$ cat src/rtl/fc_argmax_classifier.sv
// rtl/fc_argmax_classifier.sv - serial argmax over class scores with top-1/top-2 margin
module fc_argmax_classifier #(
    parameter int DATA_W      = 16,
    parameter int NUM_CLASSES = 10,
    parameter int IDX_W       = 4
) (
    input  logic              clk,
    input  logic              RST,
    input  logic              in_valid,
    output logic              in_ready,
    input  logic [DATA_W-1:0] in_data,
    input  logic              in_last,
    output logic              out_valid,
    input  logic              out_ready,
    output logic [IDX_W-1:0]  class_idx,
    output logic [DATA_W-1:0] max_score,
    output logic [DATA_W-1:0] margin,
    output logic              frame_err,
    output logic              busy
);

    typedef enum logic {ACCUM, DONE} state_t;

    localparam logic signed [DATA_W-1:0] MOST_NEG = {1'b1, {(DATA_W-1){1'b0}}};
    localparam logic [DATA_W-1:0]        SAT_MAX  = {1'b0, {(DATA_W-1){1'b1}}};
    localparam logic [IDX_W-1:0]         LAST_CNT = IDX_W'(NUM_CLASSES - 1);

    state_t                    state;
    logic [IDX_W-1:0]          cnt;
    logic [IDX_W-1:0]          best_idx;
    logic signed [DATA_W-1:0]  best;
    logic signed [DATA_W-1:0]  second;

    logic                      accept;
    logic                      at_last_cnt;
    logic                      frame_end;
    logic signed [DATA_W-1:0]  din;
    logic signed [DATA_W-1:0]  nxt_best;
    logic signed [DATA_W-1:0]  nxt_second;
    logic [IDX_W-1:0]          nxt_idx;
    logic signed [DATA_W:0]    diff;
    logic [DATA_W-1:0]         nxt_margin;

    assign in_ready    = (state == ACCUM) && !RST;
    assign accept      = in_valid && in_ready;
    assign din         = $signed(in_data);
    assign at_last_cnt = (cnt == LAST_CNT);
    assign frame_end   = in_last || at_last_cnt;
    assign busy        = !RST && ((state == DONE) || (cnt != '0));

    // Running top-2 including the current beat, so the frame-end beat lands in the result.
    always_comb begin
        nxt_best   = best;
        nxt_second = second;
        nxt_idx    = best_idx;
        if (cnt == '0) begin
            nxt_best   = din;
            nxt_second = MOST_NEG;
            nxt_idx    = '0;
        end else if (din > best) begin
            nxt_second = best;
            nxt_best   = din;
            nxt_idx    = cnt;
        end else if (din > second) begin
            nxt_second = din;
        end
        // best >= second always, so diff is non-negative; saturate anything above SAT_MAX.
        diff       = {nxt_best[DATA_W-1], nxt_best} - {nxt_second[DATA_W-1], nxt_second};
        nxt_margin = (diff[DATA_W] || diff[DATA_W-1]) ? SAT_MAX : diff[DATA_W-1:0];
    end

    always_ff @(posedge clk) begin
        if (RST) begin
            state     <= ACCUM;
            cnt       <= '0;
            best      <= '0;
            second    <= '0;
            best_idx  <= '0;
            out_valid <= 1'b0;
            class_idx <= '0;
            max_score <= '0;
            margin    <= '0;
            frame_err <= 1'b0;
        end else begin
            case (state)
                ACCUM: begin
                    if (accept) begin
                        best     <= nxt_best;
                        second   <= nxt_second;
                        best_idx <= nxt_idx;
                        if (frame_end) begin
                            cnt       <= '0;
                            state     <= DONE;
                            out_valid <= 1'b1;
                            class_idx <= nxt_idx;
                            max_score <= nxt_best;
                            margin    <= nxt_margin;
                            frame_err <= (in_last != at_last_cnt);
                        end else begin
                            cnt <= cnt + 1'b1;
                        end
                    end
                end
                DONE: begin
                    if (out_ready) begin
                        out_valid <= 1'b0;
                        state     <= ACCUM;
                    end
                end
                default: state <= ACCUM;
            endcase
        end
    end

endmodule

$ cat config.mk
export PLATFORM = sky130hd
export DESIGN_NAME = fc_argmax_classifier
export DESIGN_NICKNAME = d
export VERILOG_FILES = /design/src/rtl/fc_argmax_classifier.sv
export SDC_FILE = /design/constraint.sdc
export NUM_CORES = 1
export LEC_CHECK = 0
export CAP_MARGIN = 20
export CORE_MARGIN = 1.5
export CORE_UTILIZATION = 45
export DETAILED_ROUTE_END_ITERATION = 12
export PLACE_DENSITY = 0.72
export SETUP_SLACK_MARGIN = 0.5
export SYNTH_ARGS = -nofsm -noshare
export SYNTH_HDL_FRONTEND = slang
export SYNTH_SLANG_ARGS = --single-unit
$ cat constraint.sdc
create_clock -name clk -period 13.76 [get_ports clk]
set_input_delay 2.752 -clock clk [delete_from_list [all_inputs] [get_ports clk]]
set_output_delay 2.752 -clock clk [all_outputs]
set_load 0.005 [all_outputs]
# Yosys cells after proc, flatten, opt, wreduce, memory -nomap -nowiden
# Index checks and enable logic that the tools add are counted.
# word_totals
inputBits	21
n_memories	0
latchBits	0
mem_bits_rw	0
regBits	79
rom_bits	0
output_inout_bits	40
# classes
n_eq_ne	5
magnitude_cmp	2
n_addsub	2
n_mux	17
n_bitwise	1
multipliers	0
div	0
n_reduce_logical	12
shifts	0
# ops
op	count
16-bit two-way mux	6
16-bit greater-than comparator	2
16-bit by 16-bit subtractor with 17-bit output	1
4-bit two-way mux	3
1-bit two-way mux	6
2-bit != test (second input constant)	3
3-bit AND reduction	2
4-bit by 1-bit adder with 4-bit output (second input constant)	1
4-bit equality test (second input constant)	1
4-bit zero test	1
1-bit one-hot mux with 2 select lines	2
4-bit nonzero test	1
1-bit logical AND	3
1-bit logical OR	3
2-bit AND reduction	1
1-bit zero test	1
1-bit != test	1
1-bit NOT	1

# Logic depth before layout (Yosys ltp)
# Gate-level depths: netlist (run 1).
# logic_depth
ltp_word	7
depth_mapped	23
mapped_depth_nobuf	19

# Worst setup path after synthesis (run 1)
# Ideal clock, no wire load.
# synth_timing
path_kind	input to register
from	in in_data[15]
to	reg margin[10]
path_stages	17
path_buffers	2
required_time_ns	13.626
setup_slack_ns	6.743
t_arrival_ns	6.883
cell_sequence	ha_1 -> nand4_1 -> nor4_2 -> nand4_2 -> o311a_1 -> a311oi_4 -> buf_6 -> mux2_4 -> ha_1 -> a21o_1 -> or3_1 -> o211ai_1 -> a2111oi_0 -> nor3_1 -> mux2i_1 -> buf_2 -> a211oi_1
# synth_lines
element	line_no	text
from (decl)	11	input logic [DATA_W-1:0] in_data,
16-bit greater-than comparator *	60	end else if (din > best) begin
16-bit two-way mux *	60	
16-bit two-way mux *	56	if (cnt == '0) begin
named net nxt_best[4]	38	logic signed [DATA_W-1:0] nxt_best;
16-bit by 16-bit subtractor with 17-bit output *	68	diff = {nxt_best[DATA_W-1], nxt_best} - {nxt_second[DATA_W-1], nxt_second};
1-bit logical OR	69	nxt_margin = (diff[DATA_W] || diff[DATA_W-1]) ? SAT_MAX : diff[DATA_W-1:0];
16-bit two-way mux *	69	
to (signal assigned)	97	margin <= nxt_margin;
to (decl)	17	output logic [DATA_W-1:0] margin,
# Mark *: on every way through the listed nets, which the timed path passes. The rest lies on a longest branch.
# A chain may end at the register's enable or synchronous reset.

# Worst setup path after layout (run 1)
# layout_timing
from	in in_data[15]
to	reg margin[3]
# layout_via
elab_chain_cells	7
# layout_rtl
element	line_no	text
16-bit greater-than comparator	64	end else if (din > second) begin
16-bit two-way mux	64	
16-bit two-way mux	60	
16-bit two-way mux	56	
16-bit by 16-bit subtractor with 17-bit output *	68	
1-bit logical OR	69	
16-bit two-way mux *	69	
# Every way passes the cells marked *; elsewhere a longest branch is shown, timed or not.

==> results of run 1 <==
[how the worst min path moves through the flow]
stage	end	slack, ns
after global routing	frame_err$_SDFFE_PP0P_	0.48
after CTS	class_idx[1]$_SDFFE_PP0P_	0.46
after global placement	best_idx[3]$_SDFFE_PP0P_	0.44
final	class_idx[1]$_SDFFE_PP0P_	0.45
after detailed placement	class_idx[1]$_SDFFE_PP0P_	0.45
after floorplan	best_idx[3]$_SDFFE_PP0P_	0.43
[cell families after synthesis]
kind of cell / after synthesis / share of synthesized area
simple gates: 142 / 0.126
compound gates: 138 / 0.199
mux: 85 / 0.172
flops: 79 / 0.296
buf+inv: 71 / 0.0548
fa+ha+maj: 53 / 0.126
xor+xnor: 16 / 0.0262
[worst max-delay path, stage by stage]
cell	delay [ns]
clkdlybuf4s50_1	0.52
ha_1	0.40
nand4_1	0.18
nor4_2	0.36
nand4_2	0.23
o311a_1	0.24
a31oi_2	0.58
buf_4	0.40
mux2i_1	0.44
nand2_1	0.12
ha_1	0.29
or3_1	0.42
o211ai_1	0.20
a2111oi_0	0.13
nor3_1	0.23
mux2i_1	0.36
buf_4	0.25
a211oi_1	0.08
[layout by cell type, fill, tap and decap left out, drive strengths merged, types with 10 or more instances in the layout]
| cell type | n |
|---|---|
| dfxtp | 79 |
| clkdlybuf4s50 | 60 |
| mux2i | 55 |
| ha | 52 |
| inv | 41 |
| nand2 | 40 |
| nor2 | 40 |
| a22o | 33 |
| mux2 | 30 |
| nand3 | 25 |
| a21oi | 21 |
| o21ai | 20 |
| a211oi | 17 |
| a21bo | 15 |
| xor2 | 11 |
| clkbuf | 11 |
| buf | 10 |
[layer usage]
layer,part of all wire,routed length (microns)
met4,0.019,255
met3,0.063,860
met5,0,0
met1,0.46,6300
met2,0.46,6250
[state kept, by name, summed over array words and instances (netlist names)]
register and flops:
best 16, max_score 16, best_idx 4, class_idx 4, frame_err 1, cnt 4, margin 16, second 16
state 1, out_valid 1
[area by class of cell]
type,instances,share of cell area
sequential,79,0.250
tap,143,0.0283
clock inverter,2,0.00158
inverter,42,0.0249
timing repair buffer,70,0.107
multi-input combinational,434,0.550
clock buffer,11,0.0384
[where the power goes]
part | leakage (nW) | internal (mW) | switching (mW) | total, mW
combinational | 1.87 | 0.0942 | 0.113 | 0.208
sequential | 0.644 | 0.240 | 0.00813 | 0.248
clock | 0.127 | 0.123 | 0.0939 | 0.217
total | 2.64 | 0.458 | 0.215 | 0.673
==> flow_summary_export.csv, run 1 <==
group,metric,value,unit
outcome,run_status,"finished, violations left",
outcome,violations,"DRC",
timing,grt_setup_unrepaired,"false",
timing,report.final.slew_viol_count,0,
clocking,clk_transition_reported_paths,0.05,ns
route,num_vias,4533,
timing,final_hold_viol_count,0,
finish,seq_area,1580,sq um
die,chip_height,112,microns
placement,number_of_i_o_port_buffers,60,
synthesis,synthCells,584,
global_routing,grt_use_met1,0.307,
global_routing,grt.overflow.total,0,
finish,fillCellCount,1043,
global_routing,groute.layer.met2.usage,0.355,
route,drt-pass1-iter-count,9,
hold_path,whs_path_depth,2,
run,drv_cap,0,
synthesis,avgSynthCellArea,9.14,sq um
timing,finish_stage_setup_viols,0,
setup_path,highest_net_fanout_along_the_worst_path,14,
clocking,later_pin_clock_latency_in_the_skew_report,0.35,ns
global_routing,global_route.peak_usage_layer,"met2",
synthesis,synth.top_cells.by_area,"dfxtp_1 30%, ha_1 12%, mux2i_1 10%, a22o_1 5.4%, mux2_2 4.6%",
clocking,root_buffer_selected_by_cts,"clkbuf_16",
finish,drive_above_1_share,0.0956,
global_routing,first_global_vias,4402,
setup_path,cp_data_arrival_time,8.22,ns
finish,finalNonFillerCells,781,
clocking,cts-buffers-inserted,9,
global_routing,met3_usage,0.0397,
synthesis,synth-edff-count,0,
hold_path,holdCritPathClass,"flop to flop",
synthesis,synthDominantCellAreaShare,0.296,
clocking,cts_hold_buf,0,
timing,slew_headroom,0.354,
route,drc_errors,12,
timing,period_minus_slack,8.00,ns
setup_path,critical_path.startpoint_type,"input pin",
placement,dp.final_hpwl,10.1,mm
timing,timing.clock.skew,0.0141,ns
die,io_pins,61,
die,die_area,12500,sq um
finish,multi_input_area,3480,sq um
timing,fmax,125,MHz
clocking,clock_path_buffers,2,
synthesis,yosys.cell_count.top_type,"dfxtp_1",
synthesis,synth.lib_cells_used.distinct,56,
route,drtAntennaViolNets,0,
die,coreArea,11500,sq um
timing,final_min_period_over_clock_period,0.581,
synthesis,synth-seq-cells,79,
die,placement_rows,39,
synthesis,yosys_most_used_dff,"dfxtp_1",
timing,timing.final.ws_setup,5.76,ns
global_routing,grt_first_pass_wirelength,22.3,mm
finish,area_delta_synth_final,18.4,%
clocking,post_cts_resized,0,
clocking,postCtsSetupRepairBufs,0,
setup_path,cp_data_required_time,13.98,ns
pwr,p_leak,2.64,nW
synthesis,synth.cell_area,5340,sq um
pwr,worst_ir_drop_vdd,59.6,uV
setup_path,register_to_register_path_depth,18,
global_routing,grt.total_usage,0.227,
synthesis,synth.cells.most_frequent,"79 x dfxtp_1, 55 x mux2i_1, 52 x ha_1, 41 x inv_1, 40 x nand2_1",
setup_path,startpoint,"in_data[15]",
clocking,cts_tree,"built",
setup_path,reg2reg_slack,8.32,ns
setup_path,criticalPathCategory,"input pin to flop",
placement,dpl-instance-area,6060,sq um
timing,finalHoldWorstSlack,0.453,ns
clocking,clock_sink_count,79,
hold_path,timing.hold.worst.start,"class_idx[1]$_SDFFE_PP0P_",
placement,pre_cts_slack,5.07,ns
placement,finalWeightedCongestion,0.899,
setup_path,timing.critical_path.to,"margin[3]$_SDFFE_PP0P_",
synthesis,synthDominantAreaCellType,"dfxtp_1",
pwr,total_power,0.673,mW
setup_path,reg2reg_from,"best[15]$_SDFFE_PP0P_",
placement,placed_cell_count,767,
route,route.final.wire_length,13.7,mm
clocking,cts_max_level,3,
global_routing,maximum_number_of_pins_on_one_net_before_global_route_repair,39,
timing,totalNegativeSetupSlack,0,ns
synthesis,synthArstFlopShare,0,
synthesis,share_of_the_yosys_chip_area_belonging_to_registers,0.296,
pwr,p_per_area,106,nW/um^2
die,die_x,112,microns
route,via_per_inst,5.80,
timing,tightest_slew,0.968,ns
route,iteration_0_drc_count_of_the_detailed_router,330,
route,routedWlPerCell,17.5,microns
die,floorplan.initialDensity,0.464,
finish,finish.utilization,0.549,
synthesis,synth_warnings,0,
finish,final_std_cell_area_no_fill,6320,sq um
finish,antennaDiodeCount,0,
setup_path,timing.rr.end,"margin[3]$_SDFFE_PP0P_",
setup_path,end_kind,"flop",
synthesis,synth_nets,658,
global_routing,grt_antenna_before_repair,0,
finish,design.final.nets,710,
Power figures use the tool's default switching activity.
==> run 2: changes to the inputs <==
Settings changed: PLACE_DENSITY 0.72 to 0.75.
Clock period 13.76 ns to 7.1 ns, I/O delays scaled along.
==> run 2 against run 1 <==
The run still ends with DRC left. Register-to-register slack worse by 6.3 ns. Clock skew is 0.0067 ns lower. Die area stayed put. Cell count is 0.77% higher. Utilization is 0.59 points higher. Wire length increased by 4.7%. Cell area grew 1.1%. Flip-flop and latch count unchanged. Worst hold slack got worse by 0.00093 ns. Clock power rose by 110%. Critical endpoint unchanged.
==> flow_summary_export.csv, run 2 (synthesis results as in run 1) <==
group,metric,value,unit
die,die_area,12500,sq um
setup_path,list_of_cells_traversed_by_the_critical_path,"clkdlybuf4s50_1, ha_1, a21oi_1, nand2_1, a21o_1, a2111oi_4, buf_4, mux2_2, mux2i_1, nand2_1, ha_1, a21oi_1, nor3b_1, a2111oi_0, nor3_1, mux2i_1, buf_4, a211oi_1",
setup_path,startpoint,"in_data[14]",
timing,final_min_period_over_clock_period,0.887,
die,placement_rows,39,
finish,finalNonFillerCells,787,
timing,tightest_slew,0.994,ns
finish,drive_above_1_share,0.107,
setup_path,highest_net_fanout_along_the_worst_path,15,
finish,seq_area,1580,sq um
placement,finalWeightedCongestion,0.943,
setup_path,critical_path.startpoint_type,"input pin",
route,drtAntennaViolNets,0,
setup_path,cp_data_arrival_time,6.52,ns
run,drv_cap,0,
route,drt-pass1-iter-count,11,
setup_path,end_kind,"flop",
setup_path,criticalPathCategory,"input pin to flop",
route,route.final.wire_length,14.3,mm
setup_path,worstPathBufferInverterCount,3,
timing,fmax,159,MHz
clocking,cts_max_level,3,
global_routing,first_global_vias,4533,
timing,timing.clock.skew,0.00742,ns
timing,period_minus_slack,6.30,ns
global_routing,maximum_number_of_pins_on_one_net_before_global_route_repair,40,
setup_path,cpLargestDelayFamily,"compound AO/OA/AOI/OAI gates",
pwr,p_leak,2.67,nW
placement,dp.final_hpwl,10.6,mm
timing,final_hold_viol_count,0,
route,iteration_0_drc_count_of_the_detailed_router,395,
clocking,clk_transition_reported_paths,0.06,ns
pwr,worst_ir_drop_vdd,112,uV
clocking,clock_sink_count,79,
clocking,root_buffer_selected_by_cts,"clkbuf_16",
route,routedWlPerCell,18.2,microns
hold_path,holdCritPathClass,"flop to flop",
timing,finish_stage_setup_viols,0,
finish,top_library_cells_by_usage_in_the_layout_fill_and_taps_aside,"79 x dfxtp_1, 60 x clkdlybuf4s50_1, 55 x mux2i_1",
timing,timing.final.ws_setup,0.804,ns
route,via_per_inst,5.92,
clocking,clock_path_buffers,2,
setup_path,register_to_register_path_depth,18,
setup_path,reg2reg_from,"second[14]$_SDFFE_PP0P_",
die,io_pins,61,
finish,antennaDiodeCount,0,
finish,fillCellCount,1041,
die,die_x,112,microns
clocking,cts-buffers-inserted,9,
clocking,cts_tree,"built",
route,drc_errors,1,
outcome,violations,"DRC",
finish,mostFrequentLayoutCell,"dfxtp_1",
finish,area_delta_synth_final,19.7,%
die,floorplan.initialDensity,0.464,
timing,slew_headroom,0.338,
setup_path,timing.critical_path.to,"margin[3]$_SDFFE_PP0P_",
outcome,run_status,"finished, violations left",
timing,report.final.slew_viol_count,0,
setup_path,timing.critical_path.slowest_cell_delay,0.74,ns
route,num_vias,4656,
setup_path,worst-path-stages,18,
timing,totalNegativeSetupSlack,0,ns
die,chip_height,112,microns
finish,design.final.nets,713,
placement,placed_cell_count,770,
timing,grt_setup_unrepaired,"false",
global_routing,grt_first_pass_wirelength,23.0,mm
global_routing,grt.overflow.total,0,
setup_path,timing.rr.end,"margin[3]$_SDFFE_PP0P_",
finish,multi_input_area,3490,sq um
global_routing,grt_antenna_before_repair,0,
global_routing,grt.total_usage,0.233,
pwr,p_per_area,209,nW/um^2
setup_path,crit_path_max_delay_cell_type,"a2111oi_4",
placement,pre_cts_slack,0.505,ns
setup_path,reg2reg_slack,2.05,ns
clocking,later_pin_clock_latency_in_the_skew_report,0.35,ns
placement,number_of_i_o_port_buffers,60,
setup_path,cp_data_required_time,7.32,ns
die,coreArea,11500,sq um
## run 2: worst min path at each step
stage	startpoint	end	slack [ns]	cells past startpoint
after floorplan	best_idx[3]$_SDFFE_PP0P_	best_idx[3]$_SDFFE_PP0P_	0.43	2
after global placement	best_idx[3]$_SDFFE_PP0P_	best_idx[3]$_SDFFE_PP0P_	0.44	2
after detailed placement	class_idx[1]$_SDFFE_PP0P_	class_idx[1]$_SDFFE_PP0P_	0.45	2
after CTS	class_idx[1]$_SDFFE_PP0P_	class_idx[1]$_SDFFE_PP0P_	0.46	2
after global routing	frame_err$_SDFFE_PP0P_	frame_err$_SDFFE_PP0P_	0.47	2
final	class_idx[1]$_SDFFE_PP0P_	class_idx[1]$_SDFFE_PP0P_	0.45	2
## run 2: layout make-up
class	instances	area share
Inverter	42	0.0247
Clock buffer	12	0.0401
Timing Repair Buffer	73	0.109
Multi-Input combinational cell	434	0.546
Clock inverter	4	0.00450
Sequential cell	79	0.247
Tap cell	143	0.0280
## run 2: layer usage
metal | wire [microns] | up-vias | GRT usage | share of wire
li1 | - | 2232 | - | -
met5 | 0 | - | 0 | 0
met4 | 328 | 0 | 0.0821 | 0.023
met1 | 6460 | 2231 | 0.308 | 0.45
met2 | 6580 | 163 | 0.373 | 0.46
met3 | 945 | 30 | 0.0566 | 0.066
## run 2: worst register-to-register path: cells and delay by family (launching register included)
kind / cells / cell delay [ns]
and+or+nand+nor: 4 / 0.62
AOI/OAI and AO/OA: 6 / 1.64
buffers and inverters: 3 / 0.60
DFF: 1 / 0.38
muxes: 3 / 0.94
adders and majority gates: 2 / 0.74
## run 2: per-stage QoR
stage	util	hold WS (ns)	power, mW	cell area (sq um)
2_1_floorplan	-	0.426	0.767	5340
3_3_place_gp	0.528	0.442	0.880	6090
3_5_place_dp	0.528	0.450	0.891	6090
4_1_cts	0.553	0.461	1.34	6370
5_1_grt	0.555	0.474	1.40	6390
6_report	0.555	0.452	1.34	6390
## run 2: repair_timing
| action | in CTS | in global routing |
|---|---|---|
| setup buffers | 0 | 1 |
| setup endpoints to repair | 0 | 15 |
| resized for setup | 0 | 2 |
| hold buffers | 0 | 0 |
## run 2: where the power goes
part | total (mW) | leakage [nW] | switching, mW | internal [mW]
combinational | 0.410 | 1.89 | 0.224 | 0.187
sequential | 0.481 | 0.644 | 0.0160 | 0.465
clock | 0.447 | 0.135 | 0.190 | 0.257
